===== src/rtl/uart_autobaud_pkg.sv =====
// rtl/uart_autobaud_pkg.sv - shared types and constants for the UART auto-baud detector
package uart_autobaud_pkg;

    typedef enum logic [2:0] {
        IDLE,
        WAIT_IDLE,
        WAIT_START,
        MEASURE,
        CALC
    } abState_t;

    // Start bit plus eight data bits of the 0x55 calibration character
    localparam int NUM_SEGMENTS = 9;
    // Nine bit periods times sixteen ticks per bit, rounded to nearest
    localparam int DIV_DENOM    = 144;
    localparam int DIV_ROUND    = 72;

endpackage


===== src/rtl/uart_glitch_filter.sv =====
// rtl/uart_glitch_filter.sv - RxD synchroniser and stability filter with edge strobes
module uart_glitch_filter #(
    parameter int FILTER_LEN = 4
) (
    input  logic clock,
    input  logic reset,
    input  logic rxIn,
    output logic rxFiltered,
    output logic fallStrobe,
    output logic riseStrobe
);

    localparam int HIST_W = FILTER_LEN - 1;

    logic              sync1;
    logic              sync2;
    logic [HIST_W-1:0] history;
    logic              allHigh;
    logic              allLow;

    // The current synchronised sample plus HIST_W older ones form the FILTER_LEN window
    assign allHigh = sync2 & (&history);
    assign allLow  = ~sync2 & ~(|history);

    always_ff @(posedge clock or posedge reset) begin
        if (reset) begin
            sync1      <= 1'b1;
            sync2      <= 1'b1;
            history    <= '1;
            rxFiltered <= 1'b1;
            fallStrobe <= 1'b0;
            riseStrobe <= 1'b0;
        end else begin
            sync1      <= rxIn;
            sync2      <= sync1;
            history    <= HIST_W'({history, sync2});
            fallStrobe <= allLow & rxFiltered;
            riseStrobe <= allHigh & ~rxFiltered;
            if (allLow) begin
                rxFiltered <= 1'b0;
            end else if (allHigh) begin
                rxFiltered <= 1'b1;
            end
        end
    end

endmodule


===== src/rtl/uart_autobaud_detector.sv =====
// rtl/uart_autobaud_detector.sv - measures a 0x55 calibration character and derives the x16 baud divisor
module uart_autobaud_detector
    import uart_autobaud_pkg::*;
#(
    parameter int SEG_W      = 20,
    parameter int FILTER_LEN = 4
) (
    input  logic        clock,
    input  logic        reset,
    input  logic        RxD,
    output logic        rxFilteredOut,
    input  logic        startIn,
    input  logic        abortIn,
    output logic        busyOut,
    output logic [15:0] divisorOut,
    output logic        divisorValidOut,
    output logic        donePulseOut,
    output logic        errorPulseOut
);

    localparam int TOT_W = SEG_W + 4;
    localparam int CNT_W = $clog2(TOT_W);
    localparam logic [SEG_W-1:0] SEG_ONE  = SEG_W'(1);
    localparam logic [TOT_W-1:0] TOT_ONE  = TOT_W'(1);
    localparam logic [8:0]       DENOM9   = 9'(DIV_DENOM);
    localparam logic [3:0]       LAST_IDX = 4'(NUM_SEGMENTS - 1);

    abState_t          state;
    abState_t          stateNext;
    logic [3:0]        segIdx;
    logic [SEG_W-1:0]  segCnt;
    logic [SEG_W-1:0]  len0;
    logic [TOT_W-1:0]  totCnt;
    logic [TOT_W-1:0]  divQuo;
    logic [7:0]        divRem;
    logic [CNT_W-1:0]  divCnt;

    logic              fallStr;
    logic              riseStr;
    logic              edgeNow;
    logic              segMax;
    logic [SEG_W:0]    hiBound;
    logic [SEG_W-1:0]  loBound;
    logic [8:0]        trial;
    logic [8:0]        trialDiff;
    logic              trialGe;
    logic [7:0]        remNext;
    logic [TOT_W-1:0]  quoNext;
    logic              lastStep;
    logic              quoZero;
    logic              quoOver;
    logic              errNext;
    logic              doneNext;

    uart_glitch_filter #(
        .FILTER_LEN(FILTER_LEN)
    ) uFilter (
        .clock     (clock),
        .reset     (reset),
        .rxIn      (RxD),
        .rxFiltered(rxFilteredOut),
        .fallStrobe(fallStr),
        .riseStrobe(riseStr)
    );

    assign edgeNow = fallStr | riseStr;
    assign segMax  = &segCnt;
    assign hiBound = {1'b0, len0} + {3'b000, len0[SEG_W-1:2]};
    assign loBound = len0 - {2'b00, len0[SEG_W-1:2]};

    // One restoring step per cycle; dividend bits shift out as quotient bits shift in
    assign trial     = {divRem, divQuo[TOT_W-1]};
    assign trialDiff = trial - DENOM9;
    assign trialGe   = (trial >= DENOM9);
    assign remNext   = 8'(trialGe ? trialDiff : trial);
    assign quoNext   = {divQuo[TOT_W-2:0], trialGe};
    assign lastStep  = (divCnt == CNT_W'(TOT_W - 1));
    assign quoZero   = (quoNext == '0);
    assign quoOver   = |quoNext[TOT_W-1:16];

    assign busyOut = (state != IDLE);

    always_comb begin
        stateNext = state;
        errNext   = 1'b0;
        doneNext  = 1'b0;
        if (abortIn) begin
            stateNext = IDLE;
        end else begin
            case (state)
                IDLE: begin
                    if (startIn) stateNext = WAIT_IDLE;
                end
                WAIT_IDLE: begin
                    if (rxFilteredOut) stateNext = WAIT_START;
                end
                WAIT_START: begin
                    if (fallStr) stateNext = MEASURE;
                end
                MEASURE: begin
                    if (segIdx == 4'd0) begin
                        if (segMax) begin
                            errNext   = 1'b1;
                            stateNext = IDLE;
                        end
                    end else if (({1'b0, segCnt} > hiBound) ||
                                 (edgeNow && (segCnt < loBound))) begin
                        errNext   = 1'b1;
                        stateNext = IDLE;
                    end else if (edgeNow && (segIdx == LAST_IDX)) begin
                        stateNext = CALC;
                    end
                end
                CALC: begin
                    if (lastStep) begin
                        stateNext = IDLE;
                        errNext   = quoZero;
                        doneNext  = ~quoZero;
                    end
                end
                default: stateNext = IDLE;
            endcase
        end
    end

    always_ff @(posedge clock or posedge reset) begin
        if (reset) begin
            state           <= IDLE;
            segIdx          <= '0;
            segCnt          <= '0;
            len0            <= '0;
            totCnt          <= '0;
            divQuo          <= '0;
            divRem          <= '0;
            divCnt          <= '0;
            divisorOut      <= '0;
            divisorValidOut <= 1'b0;
            donePulseOut    <= 1'b0;
            errorPulseOut   <= 1'b0;
        end else begin
            state         <= stateNext;
            donePulseOut  <= doneNext;
            errorPulseOut <= errNext;

            if ((state == IDLE) && startIn && !abortIn) begin
                divisorValidOut <= 1'b0;
            end
            if (doneNext) begin
                divisorValidOut <= 1'b1;
                divisorOut      <= quoOver ? 16'hFFFF : quoNext[15:0];
            end

            case (state)
                WAIT_START: begin
                    segIdx <= '0;
                    segCnt <= SEG_ONE;
                    totCnt <= TOT_ONE;
                end
                MEASURE: begin
                    totCnt <= (&totCnt) ? totCnt : totCnt + TOT_ONE;
                    if (edgeNow) begin
                        segCnt <= SEG_ONE;
                        segIdx <= segIdx + 4'd1;
                        if (segIdx == 4'd0) len0 <= segCnt;
                    end else begin
                        segCnt <= segMax ? segCnt : segCnt + SEG_ONE;
                    end
                    divQuo <= totCnt + TOT_W'(DIV_ROUND);
                    divRem <= '0;
                    divCnt <= '0;
                end
                CALC: begin
                    divQuo <= quoNext;
                    divRem <= remNext;
                    divCnt <= divCnt + CNT_W'(1);
                end
                default: begin
                end
            endcase
        end
    end

endmodule


===== config.mk =====
export PLATFORM = sky130hd
export DESIGN_NAME = uart_autobaud_detector
export DESIGN_NICKNAME = d
export VERILOG_FILES = /design/src/rtl/uart_autobaud_pkg.sv /design/src/rtl/uart_glitch_filter.sv /design/src/rtl/uart_autobaud_detector.sv
export SDC_FILE = /design/constraint.sdc
export NUM_CORES = 1
export LEC_CHECK = 0
export BUFFER_PORTS_ARGS = -buffer_cell sky130_fd_sc_hd__buf_2
export CORE_ASPECT_RATIO = 1.1
export CORE_MARGIN = 3
export CORE_UTILIZATION = 65
export CTS_BUF_LIST = sky130_fd_sc_hd__clkbuf_4 sky130_fd_sc_hd__clkbuf_8
export DETAILED_ROUTE_END_ITERATION = 8
export PLACE_DENSITY = 0.83
export SYNTH_ARGS = -nofsm -noshare
export SYNTH_HDL_FRONTEND = slang
export SYNTH_HIERARCHICAL = 1
export SYNTH_SLANG_ARGS = --single-unit

===== constraint.sdc =====
create_clock -name clock -period 5.13 [get_ports clock]
set_input_delay 0.2565 -clock clock [delete_from_list [all_inputs] [get_ports clock]]
set_output_delay 0.2565 -clock clock [all_outputs]
set_load 0.02 [all_outputs]

# Yosys cells after proc, flatten, opt, wreduce, memory -nomap -nowiden
# Cells that the tools add are included.
# totals
register_bits	135
input_bits	5
output_inout_bits	21
elab_cells	112
# classes
addsub	8
order_cmp	3
eq_ne	15
mux	35
n_bitwise	9
reduce_logical	24
# ops
operator	n
case mux 24 bit (2 select lines)	2
two-way mux 20 bit	2
case mux 20 bit (2 select lines)	1
two-way mux 3 bit	9
adder 24 x 1 -> 24 bit, second input constant	1
adder 24 x 7 -> 24 bit, second input constant	1
logical NOT 24 bit	1
two-way mux 24 bit	1
AND reduction 24 bit	1
adder 20 x 18 -> 21 bit	1
> comparator 20 x 21 -> 1 bit	1
adder 20 x 1 -> 20 bit, second input constant	1
< comparator 20 bit	1
AND reduction 20 bit	1
subtractor 20 x 18 -> 20 bit	1
two-way mux 16 bit	1
case mux 8 bit (2 select lines)	1
case mux 3 bit (5 select lines)	1
two-way mux 1 bit	12
case mux 5 bit (2 select lines)	1
>= comparator 9 x 8 -> 1 bit, second input constant	1
!= test 3 bit, second input constant	3
two-way mux 8 bit	1
case mux 4 bit (2 select lines)	1
other kinds (29)	47

# Depth between registers and ports, before layout
# depth
word_depth	8
ltp_mapped	20
mapped_depth_nobuf	20

# Modules after synthesis
# The synthesis kept the hierarchy.
# by_module_without_submodules
module	n_inst	cells_per_inst	area_each_um2	seq_area_each_um2
uart_autobaud_detector	1	1002	8864.8	3178.0
uart_glitch_filter	1	16	257.7	207.7

# Worst setup path before layout
# OpenSTA, ideal clock, no wires.
# synth_timing
kind	register to register
start	register len0[3]
end	register state[1]
setup_time_ns	0.121
arrival_time_ns	3.848
required_time_ns	5.009
setup_slack_ns	1.161
stages_incl_launch_ff	18
n_path_buf	0
period_less_slack_ns	3.969
path_cell_list	dfrtp_1 inv_1 ha_1 nor2b_1 o31a_4 o311a_4 o41ai_4 a21oi_2 a21o_1 a21oi_1 xor2_1 ha_1 and4_1 a21oi_1 a21boi_0 o41ai_1 o31ai_1 a22o_1
# synth_via
elab_chain_cells	8
word_cells_on_any_way	12
classes_between	2 x add/sub; 2 x order compare; 1 x eq/ne; 4 x mux; 3 x reduce/logical
# synth_lines
element	line	text
start, declared	uart_autobaud_detector.sv:32	logic [SEG_W-1:0] len0;
start signal, assigned	uart_autobaud_detector.sv:164	if (segIdx == 4'd0) len0 <= segCnt;
subtractor 20 x 18 -> 20 bit	uart_autobaud_detector.sv:69	assign loBound = len0 - {2'b00, len0[SEG_W-1:2]};
< comparator 20 bit	uart_autobaud_detector.sv:107	(edgeNow && (segCnt < loBound))) begin
logical AND 1 bit	uart_autobaud_detector.sv:107	
logical OR 1 bit (*)	uart_autobaud_detector.sv:106	end else if (({1'b0, segCnt} > hiBound) ||
two-way mux 3 bit	uart_autobaud_detector.sv:106	
two-way mux 3 bit	uart_autobaud_detector.sv:101	if (segIdx == 4'd0) begin
case mux 3 bit (5 select lines)	uart_autobaud_detector.sv:90	case (state)
two-way mux 3 bit	uart_autobaud_detector.sv:87	if (abortIn) begin
end signal, assigned	uart_autobaud_detector.sv:141	state <= stateNext;
end, declared	uart_autobaud_detector.sv:28	abState_t state;
# Every way passes the cells marked *; elsewhere a longest branch is shown, timed or not.
# A chain may end at the register's enable or synchronous reset.

# Worst setup path after layout
# layout_timing
start	register len0[0]
end	register state[1]
# Same word-level chain as after synthesis.

==> metrics <==
outcome=finished, final reports clean; GRT Overall Usage=0.276; CTS tree=built; R2R Setup Slk=430 ps; Hold Crit Endpoint=errorPulseOut$_DFF_PP0_; critical path class=reg -> reg; Syn Std Cell Area=9120 um2; DRT iter0 DRCs=749; Mapped Cells=1018; Max H-tree Level=4; Syn Area/Cell=8.96 um2; clock slew seen by the registers of the worst setup and hold paths=90 ps; CP delay by family, top=compound AO/OA/AOI/OAI gates; Warnings, synthesis=6; worst min-delay path category=in -> reg; routability cong.=about 0.9; fill count=1016; Die Wd=119 um; Worst Hold Launch=abortIn; Slew Limit Fails=0; Worst R2R Path Depth=18; Multi-input gate area=5350 um2; Least-Margin Pin Slew=1250 ps; Initial Util=0.676; Critical R2R Launch=len0[0]$_DFFE_PP0P_; register area=3390 um2; vias in the first global route=7071; Seq/Total Area, Yosys=0.371; critical path startpoint category=flip-flop; asr flop ratio synth=1.00; row count=44; DRC Markers=0; Clk Latency, worst-skew pair=approximately 460 ps; Total Routed Length=20600 um; crit path max fanout=3; Tmin final=4700 ps; total congestion overflow=0; Max-Cap Viols=0; CTS Buffer Depth=2; die height=130 um; Netlist cell types=74; pin count of the biggest net entering global routing=between 80 and 90; number of port buffers=25; routed vias/inst=between 6 and 7; WL/cell=16.8 um; crit end category=flip-flop; count leader, synth=dfrtp_1; Slew HR=0.169; core footprint=13500 um2; Worst Hold Depth=2; cell breakdown of the critical path=inv_1 > ha_1 > inv_1 > fa_1 > a21o_1 > a2111oi_2 > a211oi_1 > nand4_1 > a31oi_1 > a21oi_1 > o21ai_0 > xnor2_1 > ha_1 > a21o_1 > a211o_1 > o41ai_1 > o31ai_1 > a22o_1; top area cells in the synthesized netlist=dfrtp_1 (35%), ha_1 (11%), nor2_1 (5.2%); DR pass1 iterations=6; Buf/Inv on CP=2; Max IR drop VDD=~0.17 mV; post-route ant nets=0; vias post-DR=roughly 7500; top-area cell type share of the netlist area=0.354; Fin Setup TNS=0 ps; largest area contributor in the netlist=dfrtp_1; Final setup viols=0; Pleak=4.46 nW; first-pass GRT wire length=34600 um; crit path max-delay cell type=o41ai_1; Crit path largest cell delay=590 ps; Main synth FF type=dfrtp_1; Mapped Nets=1108; initial antenna violation count=0; clk sinks=135; fraction of layout cells with a size suffix above 1=0.0955; CTS Root Cell=clkbuf_8; clk_skew=15.5 ps; dpl hpwl=14600 um; die area=15500 um2; Antenna diodes=0; Power per Cell Area=302 nW/um2; Post-synth EDFFs=0; Final Hold Vio Count=0; Max Clk Rate=213 MHz; unrepaired setup endpoints after global routing=no; Final Util=0.724; period utilization=0.916; Layout area overhead=7.04%; WP data required=5480 ps; # resized after CTS=0; Synth top cells by count=dfrtp_1 (129), nor2_1 (126), ha_1 (83); Boundary Pins=26; cts bufs inserted=17; post-synthesis register bit count=135; r2r endpoint=state[1]$_DFFE_PP0P_; Nets=1114; Arr. time, crit path=5050 ps
-- state kept, by name (all words and copies together), names as in the netlist, 3 cells and up --
signal           cells
uFilter/history      3
divQuo              24
divisorOut          16
segCnt              20
totCnt              24
segIdx               4
divCnt               5
state                3
divRem               8
len0                20
-- layout by cell type, fill, tap and decap left out, types with 6 or more instances in the layout --
master and count:
xnor2_1 52, inv_1 50, o21bai_1 8, nand2b_1 6
a21oi_1 57, nor2_1 125, and3_1 13, a31oi_1 9
a22o_1 7, nor3_1 24, nor2b_1 13, nand3_1 28
o21a_1 8, o31ai_1 6, buf_4 6, ha_1 83
nor4_1 10, o21ai_0 78, a21o_1 16, buf_2 25
nand4_1 16, a211oi_1 6, or3_1 6, dfstp_2 6
nand2_1 78, dfrtp_1 129, and4_1 6, clkbuf_8 19
a22oi_1 22, xor2_1 36
-- logic make-up (layout without fill, tap and decap cells) --
kind of cell	count (synthesis)	count (layout)	share of synthesized area
mux	4	4	0.00480
xor+xnor	88	88	0.0845
compound gates	255	255	0.187
flops	135	135	0.371
fa+ha+maj	85	85	0.118
simple gates	353	353	0.191
buf+inv	98	117	0.0433
-- timing repair --
item / in CTS / in global routing
hold endpoints to repair: 6 / 0
hold buffers: 2 / 0
buffers inserted: 0 / 0
-- worst max path at each step --
| stage | from | endpoint | cells after the start |
|---|---|---|---|
| 2_1_floorplan | len0[3]$_DFFE_PP0P_ | state[1]$_DFFE_PP0P_ | 17 |
| 3_3_place_gp | len0[0]$_DFFE_PP0P_ | state[1]$_DFFE_PP0P_ | 18 |
| 3_5_place_dp | len0[0]$_DFFE_PP0P_ | state[1]$_DFFE_PP0P_ | 18 |
| 4_1_cts | len0[0]$_DFFE_PP0P_ | state[1]$_DFFE_PP0P_ | 18 |
| 5_1_grt | len0[2]$_DFFE_PP0P_ | errorPulseOut$_DFF_PP0_ | 18 |
| 6_report | len0[0]$_DFFE_PP0P_ | state[1]$_DFFE_PP0P_ | 18 |
-- routing by layer --
| metal | GRT usage | up-vias | share of wire | wire length (um) |
|---|---|---|---|---|
| met5 | 0 | - | 0 | 0 |
| met4 | 0.103 | 0 | 0.026 | 542 |
| met3 | 0.0412 | 47 | 0.048 | 993 |
| met2 | 0.421 | 203 | 0.44 | 9130 |
| met1 | 0.402 | 3622 | 0.48 | 9910 |
| li1 | - | 3611 | - | - |
-- stage by stage --
step	area (um2)	setup WS (ps)	power [mW]	hold WS (ps)	cells
detailed placement	9340	577	2.04	232	1187
global placement	9340	655	2.01	229	1187
global route	9760	71.7	3.11	153	1221
finish	9760	430	2.95	140	1221
CTS	9760	521	2.95	120	1221
floorplan	9120	1160	1.83	67.9	1018
-- layout make-up --
class                      instances  area share
sequential                       135       0.347
timing repair buffer              33      0.0195
clock buffer                      20      0.0275
inverter                          52      0.0202
multi-input combinational        785       0.548
clock inverter                    12      0.0144
tap                              184      0.0236
-- report_power, final --
group | switching, mW | internal (mW) | leakage, nW
Combinational | 0.448 | 0.353 | 2.45
Clock | 0.451 | 0.470 | 0.200
Sequential | 0.100 | 1.13 | 1.81
No activity file was read; power rests on OpenSTA's default activity.
